[src/rtl/alu_share_arbiter_if.sv]
// alu_share_arbiter_if: requester, response and shared-ALU signals of the arbiter
interface alu_share_arbiter_if #(parameter int DATA_W = 32);
    logic              req0_valid, req0_ready, req1_valid, req1_ready;
    logic [3:0]        req0_op, req1_op;
    logic [DATA_W-1:0] req0_a, req0_b, req1_a, req1_b;
    logic              rsp0_valid, rsp0_ready, rsp0_zero, rsp0_err;
    logic              rsp1_valid, rsp1_ready, rsp1_zero, rsp1_err;
    logic [DATA_W-1:0] rsp0_result, rsp1_result;
    logic [DATA_W-1:0] alu_in1, alu_in2, alu_result;
    logic [3:0]        alu_ctrl;
    logic              alu_zero;
    logic              busy;

    modport master (
        output req0_valid, req0_op, req0_a, req0_b, req1_valid, req1_op, req1_a, req1_b,
        output rsp0_ready, rsp1_ready, alu_result, alu_zero,
        input  req0_ready, req1_ready, rsp0_valid, rsp0_result, rsp0_zero, rsp0_err,
        input  rsp1_valid, rsp1_result, rsp1_zero, rsp1_err, alu_in1, alu_in2, alu_ctrl, busy
    );

    modport slave (
        input  req0_valid, req0_op, req0_a, req0_b, req1_valid, req1_op, req1_a, req1_b,
        input  rsp0_ready, rsp1_ready, alu_result, alu_zero,
        output req0_ready, req1_ready, rsp0_valid, rsp0_result, rsp0_zero, rsp0_err,
        output rsp1_valid, rsp1_result, rsp1_zero, rsp1_err, alu_in1, alu_in2, alu_ctrl, busy
    );
endinterface

[src/rtl/alu_share_arbiter.sv]
// alu_share_arbiter: round-robin sharing of one combinational ALU between two requesters
module alu_share_arbiter #(
    parameter int DATA_W  = 32,
    parameter int MUL_LAT = 3
) (
    input logic               gated_clock,
    input logic               reset,
    alu_share_arbiter_if.slave bus
);
    typedef enum logic [1:0] {IDLE, EXEC, RESP} state_t;

    localparam logic [3:0] MUL_OP  = 4'b0110;
    localparam logic [3:0] MUL_CNT = 4'(MUL_LAT - 1);

    state_t            state;
    logic [3:0]        cnt, op_q, op_in;
    logic [DATA_W-1:0] a_q, b_q;
    logic              last, owner;
    logic [DATA_W-1:0] res0, res1;
    logic              zero0, zero1, err0, err1;
    logic              grant0, grant1, op_ok;

    // grant decision: lone requester always wins, collisions go to the one not granted last
    always_comb begin
        grant0 = state == IDLE && bus.req0_valid && (!bus.req1_valid || last);
        grant1 = state == IDLE && bus.req1_valid && (!bus.req0_valid || !last);
        op_in  = grant1 ? bus.req1_op : bus.req0_op;
        op_ok  = op_q <= 4'd8;
    end

    assign bus.req0_ready  = grant0;
    assign bus.req1_ready  = grant1;
    assign bus.rsp0_valid  = state == RESP && !owner;
    assign bus.rsp1_valid  = state == RESP && owner;
    assign bus.rsp0_result = res0;
    assign bus.rsp0_zero   = zero0;
    assign bus.rsp0_err    = err0;
    assign bus.rsp1_result = res1;
    assign bus.rsp1_zero   = zero1;
    assign bus.rsp1_err    = err1;
    assign bus.alu_in1     = a_q;
    assign bus.alu_in2     = b_q;
    assign bus.alu_ctrl    = op_q;
    assign bus.busy        = state != IDLE;

    // accept, execute for the op's latency, then hold the owner's response until consumed
    always_ff @(posedge gated_clock or posedge reset) begin
        if (reset) begin
            state <= IDLE;
            cnt   <= '0;
            last  <= 1'b1;
            owner <= 1'b0;
            op_q  <= '0;
            a_q   <= '0;
            b_q   <= '0;
            res0  <= '0;
            res1  <= '0;
            zero0 <= 1'b0;
            zero1 <= 1'b0;
            err0  <= 1'b0;
            err1  <= 1'b0;
        end else begin
            case (state)
                IDLE: if (grant0 || grant1) begin
                    owner <= grant1;
                    op_q  <= op_in;
                    a_q   <= grant1 ? bus.req1_a : bus.req0_a;
                    b_q   <= grant1 ? bus.req1_b : bus.req0_b;
                    cnt   <= op_in == MUL_OP ? MUL_CNT : 4'd0;
                    state <= EXEC;
                end
                EXEC: if (cnt != 4'd0) begin
                    cnt <= cnt - 4'd1;
                end else begin
                    if (owner) begin
                        res1  <= op_ok ? bus.alu_result : '0;
                        zero1 <= op_ok ? bus.alu_zero : 1'b1;
                        err1  <= !op_ok;
                    end else begin
                        res0  <= op_ok ? bus.alu_result : '0;
                        zero0 <= op_ok ? bus.alu_zero : 1'b1;
                        err0  <= !op_ok;
                    end
                    state <= RESP;
                end
                RESP: if (owner ? bus.rsp1_ready : bus.rsp0_ready) begin
                    last  <= owner;
                    state <= IDLE;
                end
                default: state <= IDLE;
            endcase
        end
    end
endmodule

[src/flat_wrapper.sv]
// flat-port wrapper written by rule: the top's interface ports become plain ports
module alu_share_arbiter_flat 
#(
    parameter int DATA_W  = 32,
    parameter int MUL_LAT = 3
)
  (gated_clock, reset, bus_req0_valid, bus_req0_op, bus_req0_a, bus_req0_b, bus_req1_valid, bus_req1_op, bus_req1_a, bus_req1_b, bus_rsp0_ready, bus_rsp1_ready, bus_alu_result, bus_alu_zero, bus_req0_ready, bus_req1_ready, bus_rsp0_valid, bus_rsp0_result, bus_rsp0_zero, bus_rsp0_err, bus_rsp1_valid, bus_rsp1_result, bus_rsp1_zero, bus_rsp1_err, bus_alu_in1, bus_alu_in2, bus_alu_ctrl, bus_busy);
  alu_share_arbiter_if #(.DATA_W(DATA_W)) bus_i ();
  input logic gated_clock;
  input logic reset;
  input wire logic [$bits(bus_i.req0_valid)-1:0] bus_req0_valid;
  input wire logic [$bits(bus_i.req0_op)-1:0] bus_req0_op;
  input wire logic [$bits(bus_i.req0_a)-1:0] bus_req0_a;
  input wire logic [$bits(bus_i.req0_b)-1:0] bus_req0_b;
  input wire logic [$bits(bus_i.req1_valid)-1:0] bus_req1_valid;
  input wire logic [$bits(bus_i.req1_op)-1:0] bus_req1_op;
  input wire logic [$bits(bus_i.req1_a)-1:0] bus_req1_a;
  input wire logic [$bits(bus_i.req1_b)-1:0] bus_req1_b;
  input wire logic [$bits(bus_i.rsp0_ready)-1:0] bus_rsp0_ready;
  input wire logic [$bits(bus_i.rsp1_ready)-1:0] bus_rsp1_ready;
  input wire logic [$bits(bus_i.alu_result)-1:0] bus_alu_result;
  input wire logic [$bits(bus_i.alu_zero)-1:0] bus_alu_zero;
  output wire logic [$bits(bus_i.req0_ready)-1:0] bus_req0_ready;
  output wire logic [$bits(bus_i.req1_ready)-1:0] bus_req1_ready;
  output wire logic [$bits(bus_i.rsp0_valid)-1:0] bus_rsp0_valid;
  output wire logic [$bits(bus_i.rsp0_result)-1:0] bus_rsp0_result;
  output wire logic [$bits(bus_i.rsp0_zero)-1:0] bus_rsp0_zero;
  output wire logic [$bits(bus_i.rsp0_err)-1:0] bus_rsp0_err;
  output wire logic [$bits(bus_i.rsp1_valid)-1:0] bus_rsp1_valid;
  output wire logic [$bits(bus_i.rsp1_result)-1:0] bus_rsp1_result;
  output wire logic [$bits(bus_i.rsp1_zero)-1:0] bus_rsp1_zero;
  output wire logic [$bits(bus_i.rsp1_err)-1:0] bus_rsp1_err;
  output wire logic [$bits(bus_i.alu_in1)-1:0] bus_alu_in1;
  output wire logic [$bits(bus_i.alu_in2)-1:0] bus_alu_in2;
  output wire logic [$bits(bus_i.alu_ctrl)-1:0] bus_alu_ctrl;
  output wire logic [$bits(bus_i.busy)-1:0] bus_busy;
  assign bus_i.req0_valid = bus_req0_valid;
  assign bus_i.req0_op = bus_req0_op;
  assign bus_i.req0_a = bus_req0_a;
  assign bus_i.req0_b = bus_req0_b;
  assign bus_i.req1_valid = bus_req1_valid;
  assign bus_i.req1_op = bus_req1_op;
  assign bus_i.req1_a = bus_req1_a;
  assign bus_i.req1_b = bus_req1_b;
  assign bus_i.rsp0_ready = bus_rsp0_ready;
  assign bus_i.rsp1_ready = bus_rsp1_ready;
  assign bus_i.alu_result = bus_alu_result;
  assign bus_i.alu_zero = bus_alu_zero;
  assign bus_req0_ready = bus_i.req0_ready;
  assign bus_req1_ready = bus_i.req1_ready;
  assign bus_rsp0_valid = bus_i.rsp0_valid;
  assign bus_rsp0_result = bus_i.rsp0_result;
  assign bus_rsp0_zero = bus_i.rsp0_zero;
  assign bus_rsp0_err = bus_i.rsp0_err;
  assign bus_rsp1_valid = bus_i.rsp1_valid;
  assign bus_rsp1_result = bus_i.rsp1_result;
  assign bus_rsp1_zero = bus_i.rsp1_zero;
  assign bus_rsp1_err = bus_i.rsp1_err;
  assign bus_alu_in1 = bus_i.alu_in1;
  assign bus_alu_in2 = bus_i.alu_in2;
  assign bus_alu_ctrl = bus_i.alu_ctrl;
  assign bus_busy = bus_i.busy;
  alu_share_arbiter #(.DATA_W(DATA_W), .MUL_LAT(MUL_LAT)) u_core (.gated_clock(gated_clock), .reset(reset), .bus(bus_i));
endmodule
[config.mk]
export PLATFORM = sky130hd
export DESIGN_NAME = alu_share_arbiter_flat
export DESIGN_NICKNAME = d
export VERILOG_FILES = /design/src/rtl/alu_share_arbiter_if.sv /design/src/rtl/alu_share_arbiter.sv /design/src/flat_wrapper.sv
export SDC_FILE = /design/constraint.sdc
export NUM_CORES = 1
export LEC_CHECK = 0
export ABC_CLOCK_PERIOD_IN_PS = 7200
export BUFFER_PORTS_ARGS = -buffer_cell sky130_fd_sc_hd__buf_2
export CAP_MARGIN = 40
export CORE_ASPECT_RATIO = 2
export CORE_MARGIN = 3
export CORE_UTILIZATION = 35
export CTS_BUF_LIST = sky130_fd_sc_hd__clkbuf_4
export CTS_CLUSTER_SIZE = 24
export DETAILED_ROUTE_END_ITERATION = 6
export HOLD_SLACK_MARGIN = 0.08
export MAX_ROUTING_LAYER = met4
export RECOVER_POWER = 25
export SYNTH_ARGS = -nofsm -noshare
export SYNTH_HDL_FRONTEND = slang
export SYNTH_SLANG_ARGS = --single-unit
[constraint.sdc]
create_clock -name gated_clock -period 7.2 [get_ports gated_clock]
set_input_delay 0.72 -clock gated_clock [delete_from_list [all_inputs] [get_ports gated_clock]]
set_output_delay 0.72 -clock gated_clock [all_outputs]
set_load 0.03 [all_outputs]
==> results of run 1 <==
[path summary, 6_finish.rpt]
check                                                       start                                     end  cells past startpoint
max                                   u_core.state[1]$_DFFE_PP0P_                          bus_req1_ready                      4
min                                            bus_alu_result[15]  u_core.bus.rsp0_result[15]$_DFFE_PP0P_                      3
max reg2reg                           u_core.state[1]$_DFFE_PP0P_      u_core.bus.alu_in1[20]$_DFFE_PP0P_                      6
min reg2reg                u_core.bus.rsp1_result[22]$_DFFE_PP0P_  u_core.bus.rsp1_result[22]$_DFFE_PP0P_                      2
max in group asynchronous                                   reset                 u_core.last$_DFFE_PP1P_                      4
min in group asynchronous                                   reset   u_core.bus.rsp1_result[8]$_DFFE_PP0P_                      2
[state kept, by name, summed over array words and instances (netlist names), 2 cells and up]
register	count
u_core.bus.rsp1_result	32
u_core.bus.alu_ctrl	4
u_core.bus.rsp0_result	32
u_core.bus.alu_in1	32
u_core.bus.alu_in2	32
u_core.state	2
u_core.cnt	4
[worst register-to-register path, delay by kind of cell (launching register included)]
family	cells	cell delay [ns]
buf+inv	2	0.82
simple gates	2	1.12
compound gates	1	0.09
mux	1	0.23
flops	1	0.42
[synthesized netlist by cell type, types with 3 or more instances]
library cell and n:
o21ai_0 30, clkbuf_1 8, nor2_1 73, buf_6 4, buf_2 15, nor2b_1 3
mux2i_1 73, buf_4 12, nand2_1 108, a21oi_1 72, dfrtp_1 143, o21ai_1 39
inv_1 5
[routing by layer]
metal | share of wire [%] | wire length [um] | up-vias
met5 | 0 | 0 | -
met4 | 1.5 | 252 | 0
met3 | 6.4 | 1090 | 12
met2 | 53 | 9030 | 206
met1 | 40 | 6780 | 2360
li1 | - | - | 2664
[placed cells by master, fill, tap and decap left out, types with 2 or more instances in the layout]
cell type	synthesis	routed
o21ai_0	30	30
clkinv_1	0	2
clkinv_4	0	2
mux2i_1	73	73
buf_16	0	3
a21oi_1	72	72
buf_4	12	5
clkinv_2	0	4
nor2b_1	3	3
dfrtp_1	143	143
o21ai_1	39	39
bufinv_16	0	3
nand2b_1	2	2
nand2_1	108	108
inv_1	5	4
diode_2	0	2
nor2_1	73	73
nand3_2	2	2
and2_1	2	2
clkbuf_4	0	18
nor3_1	2	2
buf_2	15	315
[cells by family (layout without fill, tap and decap cells)]
logic type | Yosys count | after routing | synth area share, %
other | 0 | 2 | 0
flip-flops | 144 | 144 | 58.4
buffers and inverters | 47 | 360 | 4.38
AO/OA/AOI/OAI | 144 | 144 | 12.1
AND/OR/NAND/NOR | 198 | 198 | 13.0
multiplexers | 73 | 73 | 11.8
adder cells (fa/ha/maj) | 1 | 1 | 0.203
[layout make-up]
cell class / instances / area share [%]
Clock inverter: 12 / 1.76
Inverter: 6 / 0.291
Multi-Input combinational cell: 416 / 28.0
Sequential cell: 144 / 44.2
Tap cell: 210 / 3.22
Timing Repair Buffer: 324 / 20.8
Clock buffer: 18 / 1.66
Antenna cell: 2 / 0.0613
[per-stage QoR]
stage	total power, uW	setup slack, ns
floorplan	2860	2.62
detailed placement	3470	4.81
finish	3930	4.01
CTS	4000	4.44
global route	4210	3.63
global placement	3420	4.60
[power by group through the flow]
stage	clock network [uW]	logic, uW	registers, uW
2_1_floorplan	0	826	2030
5_1_grt	580	2230	1410
4_1_cts	546	2090	1360
3_5_place_dp	0	2090	1380
6_report	518	2050	1360
3_3_place_gp	0	2050	1370
==> metrics, run 1 <==
Crit-path slowest cell=nand3_1; All-Layer GR Usage=between 10% and 20%; nets=1085; worst path bufs/invs=2; crit path kind=flop to output port; combinational power share=around 52%; final worst path period need=3.19 ns; net switching fraction of the power=between 40 and 50%; register bit total from synthesis=between 100 and 150; Async S/R FF share, synth=100%; TNS Setup=0 ns; max incr delay on CP=~0.9 ns; Register Area=3600 um2; post-route cell area=a little over 8000 um2; Routed wire per std cell=around 15 um; CTS tree=built; final-layout fill cell count=between 1500 and 2000; Leak=around 0.0044 uW; Peak Freq=between 0.3 and 0.4 GHz; DRC Markers=0; H-tree Lvls=4; Max Slew Vio Count=67; hold_buf cts=0; Post-synth EDFFs=0; main flop type after synthesis=dfrtp_1; actual slew at the worst max-slew pin=about 2.9 ns; Max IR drop VDD=0.229 mV; Cells after DPL=between 1000 and 1500; Fin Hold WS=roughly 0.45 ns; final global-route overflow total=0; via count=~5200; DR iter-0 viols=around 120; Tcrit/Tclk final=44.3%; die area=slightly below 20000 um2; leading area contributor after synthesis=dfrtp_1; Initial Utilization=a little over a third; latest clock arrival within the worst-skew pair=between 0.5 and 0.6 ns; GPL Wtd Cong=between 0.7 and 0.8; Detailed Routing Iterations Pass 1=4; Crit path max-delay family=simple AND/OR/NAND/NOR gates; Reg2Reg Setup Slack=~4.4 ns; Synth warnings=0; Layout Skew=0.0171 ns; part of the Yosys area used for sequential elements=between 50% and 60%; Max Cap Viol=1; Fin. Hold Viols=0; initial antenna violation count=2; total setup buffers inserted after CTS=0; Netlist cell types=30; crit-path max FO=19; top post-synthesis cells by area=dfrtp_1 (58%), mux2i_1 (12%), nand2_1 (6.6%); Int Pwr=slightly above 2000 uW; first-pass GRT wire length=27000 um; utilization after layout=47.2%; Sequential Power Share=between 30% and 40%; Sink Count=144; unrepaired setup endpoints after global routing=no; Area growth syn-to-layout=32.2%; vias in the first global route=roughly 5200; met1 GRT Util=a little over a fifth; failing checks=capacitance limit, slew limit; Mapped Nets=a little under 800; I/O pin cnt=between 300 and 400; Inserted Clock Buffers=17; CP Capture Type=output port; area occupied by multi-input gates=2280 um2; setup violators final=0; Pwr Density=between 400 and 500 nW/um2; maximum clock insertion buffer count=2; root buf cell=clkbuf_4; met3 usage=around 3.5%; row count=68; share of cells above drive strength 1=between 30% and 40%; Vias/cell=about 4.6; Post-Layout Cell Count=1132; Clock Power Share=a little over an eighth; Die Span X=99.9 um; core region area=around 17000 um2; Vert. Die Dim=194 um; Rel. slew slack=-93.7%; Routed WL=between 15000 and 20000 um; status=finished, violations left; DRT antenna net count=0; Syn Inst Count=about 600; Req. time, crit path=roughly 6.5 ns; Yosys top cell area share=58.0%; largest net degree at the start of global routing=96; net switching power=1910 uW; Post-DP Area=around 8000 um2; gr busiest metal=met2; worst-path cell chain=nor2_1 > nand3_1 > inv_1 > buf_2; Hold Path Class=primary input to flop; cell area after synthesis=about 6200 um2; Worst Path Arrival=around 2.5 ns; met2 Resource Use GR=between 30% and 40%; PostCTS Resize Cnt=0; Reg clk slew, reported paths=~0.12 ns; hpwl dp=roughly 13000 um; Avg Inst Size Synth=10.2 um2; IO Port Bufs=about 320; CP Launch Type=flop
Note: power is estimated with default switching activity, not from simulation.
==> inputs of run 2 (changes only) <==
ABC_CLOCK_PERIOD_IN_PS = 3300   (was 7200)
clock period = 3.3 ns   (was 7.2 ns; I/O delays follow)
==> run 2 against run 1 <==
Against the previous run: the flow now finishes without violations; design area up 19%; die area did not move; largest power group unchanged; final cell count grew 14%; critical path depth rose by 2.
==> metrics, run 2 (same netlist as run 1, synthesis figures left out) <==
Layout Skew=0.0263 ns (+0.00919 ns); net switching fraction of the power=48.2% (-0.44 points); Hold Path Class=primary input to flop; hpwl dp=12800 um (-1.9%); share of cells above drive strength 1=33.4% (-5.5 points); Tcrit/Tclk final=a little over four fifths; H-tree Lvls=4 (unchanged); CP Launch Point=u_core.state[1]$_DFFE_PP0P_; most common library cell in the layout ignoring fill and taps=buf_2; Worst Path Arrival=3.23 ns (+0.76 ns); Max Slew Vio Count=0 (-100%); Reg2Reg Depth=6 (unchanged); Detailed Routing Iterations Pass 1=4 (unchanged); CP Capture Type=flop; worst reg2reg endpoint=u_core.bus.alu_in1[15]$_DFFE_PP0P_; DRT antenna net count=0 (unchanged); Vert. Die Dim=194 um (unchanged); commonest cells after routing, fill and taps aside=buf_2 (315), dlygate4sd3_1 (160), dfrtp_1 (143), nand2_1 (108); nets=1248 (+15%); final worst path period need=approximately 2.8 ns; Int Pwr=4620 uW (+130%); Fin Hold WS=0.146 ns (-0.301 ns); Initial Utilization=35.7% (unchanged); FF-to-FF Start=u_core.state[1]$_DFFE_PP0P_; IO Port Bufs=315 (unchanged); Clock Power Share=12.2% (-1.0 points); DRC Markers=0 (unchanged); Sink Count=144 (unchanged); setup violators final=0 (unchanged); crit path kind=flop to flop; Area growth syn-to-layout=57.8%; final-layout fill cell count=1578 (-11%); area occupied by multi-input gates=2300 um2 (+0.55%); PostCTS Resize Cnt=0 (unchanged); crit-path max FO=38 (+19); via count=5990 (+14%); vias in the first global route=6239 (+21%); status=completed; Vias/cell=4.63 (-0.11%); unrepaired setup endpoints after global routing=no; Sequential Power Share=33.3% (-1.3 points); largest net degree at the start of global routing=88 (-8.3%); Register Area=3600 um2 (unchanged); DR iter-0 viols=132 (+13%); first-pass GRT wire length=30700 um (+14%); combinational power share=54.6% (+2.4 points); Max IR drop VDD=0.490 mV (+110%); Reg clk slew, reported paths=0.13 ns (about the same); Peak Freq=between 0.3 and 0.4 GHz; Routed wire per std cell=15.0 um (-1.2%); actual slew at the worst max-slew pin=1.22 ns (-1.67 ns); Inserted Clock Buffers=17 (unchanged); GPL Wtd Cong=0.773 (-2.0%); Hold Startpoint=bus_req0_b[11]; power after layout=8910 uW (+130%); All-Layer GR Usage=20.7% (+2.5 points); utilization after layout=56.4% (+9.1 points); CP Launch Type=flop; Rel. slew slack=18.5% (+110 points); Setup crit end=u_core.bus.alu_in1[15]$_DFFE_PP0P_; core region area=17300 um2 (unchanged); net switching power=4290 uW (+120%); maximum clock insertion buffer count=2 (unchanged); die area=19400 um2 (unchanged); Max Cap Viol=0 (-1); Leak=0.00510 uW (+15%); I/O pin cnt=316 (unchanged); Routed WL=19400 um (+13%); final global-route overflow total=0 (unchanged); root buf cell=clkbuf_4; Fin. Hold Viols=0 (unchanged); Req. time, crit path=3.74 ns (-2.74 ns); Pwr Density=915 nW/um2 (+90%); row count=68 (unchanged); Die Span X=99.9 um (unchanged); latest clock arrival within the worst-skew pair=0.52 ns (about the same); Reg2Reg Setup Slack=0.50 ns (-3.91 ns); CTS tree=built; TNS Setup=0 ns (unchanged); initial antenna violation count=1 (-1)
==> run 2: final cells by class <==
class | instances | area share [%]
flip-flops and latches | 144 | 37.0
repair buffers | 487 | 33.7
multi-input cells | 416 | 23.6
well taps | 210 | 2.70
clock buffers | 19 | 1.46
clock inverters | 12 | 1.23
inverters | 6 | 0.244
diodes | 1 | 0.0257
==> run 2: routing by layer <==
layer | wire [um] | GRT usage (%)
met1 | 7350 | 21.3
met5 | 0 | -
met4 | 419 | 7.55
met2 | 10500 | 37.7
met3 | 1100 | 4.36
==> run 2: power groups by stage <==
stage / logic, uW / registers [uW] / clock network, uW
2_1_floorplan: 1800 / 4430 / 0
3_3_place_gp: 4530 / 2980 / 0
3_5_place_dp: 4590 / 2990 / 0
4_1_cts: 4910 / 2970 / 1140
5_1_grt: 5270 / 3070 / 1210
6_report: 4860 / 2960 / 1080
==> run 2: critical path, stage by stage, from the launching register on <==
cell and delay, ns:
dfrtp_1 0.41, nor2_1 0.29, nand3_4 0.64, buf_12 0.46
mux2i_1 0.16, dlygate4sd3_1 0.57, a21oi_1 0.17
==> run 2: repair_timing <==
item                       CTS  global route
setup endpoints to repair    0             0
hold buffers               159             1
buffers inserted             0             0
hold endpoints to repair   155             1
==> run 2: stage by stage <==
| step | cells | setup slack, ns | instance area [um2] |
|---|---|---|---|
| after global routing | 1295 | 0.352 | 9740 |
| after global placement | 1103 | 1.03 | 7910 |
| after detailed placement | 1103 | 1.02 | 7910 |
| after CTS | 1293 | 0.488 | 9770 |
| after floorplan | 607 | 1.17 | 6170 |
| final | 1295 | 0.505 | 9740 |
==> run 2: how the worst min path moves through the flow <==
stage,end,cells past startpoint
after global routing,u_core.bus.alu_in2[1]$_DFFE_PP0P_,3
after floorplan,u_core.bus.rsp0_result[10]$_DFFE_PP0P_,2
final,u_core.bus.alu_in2[11]$_DFFE_PP0P_,3
after global placement,u_core.bus.alu_in2[20]$_DFFE_PP0P_,2
after CTS,u_core.bus.alu_in2[28]$_DFFE_PP0P_,3
after detailed placement,u_core.bus.alu_in2[20]$_DFFE_PP0P_,2
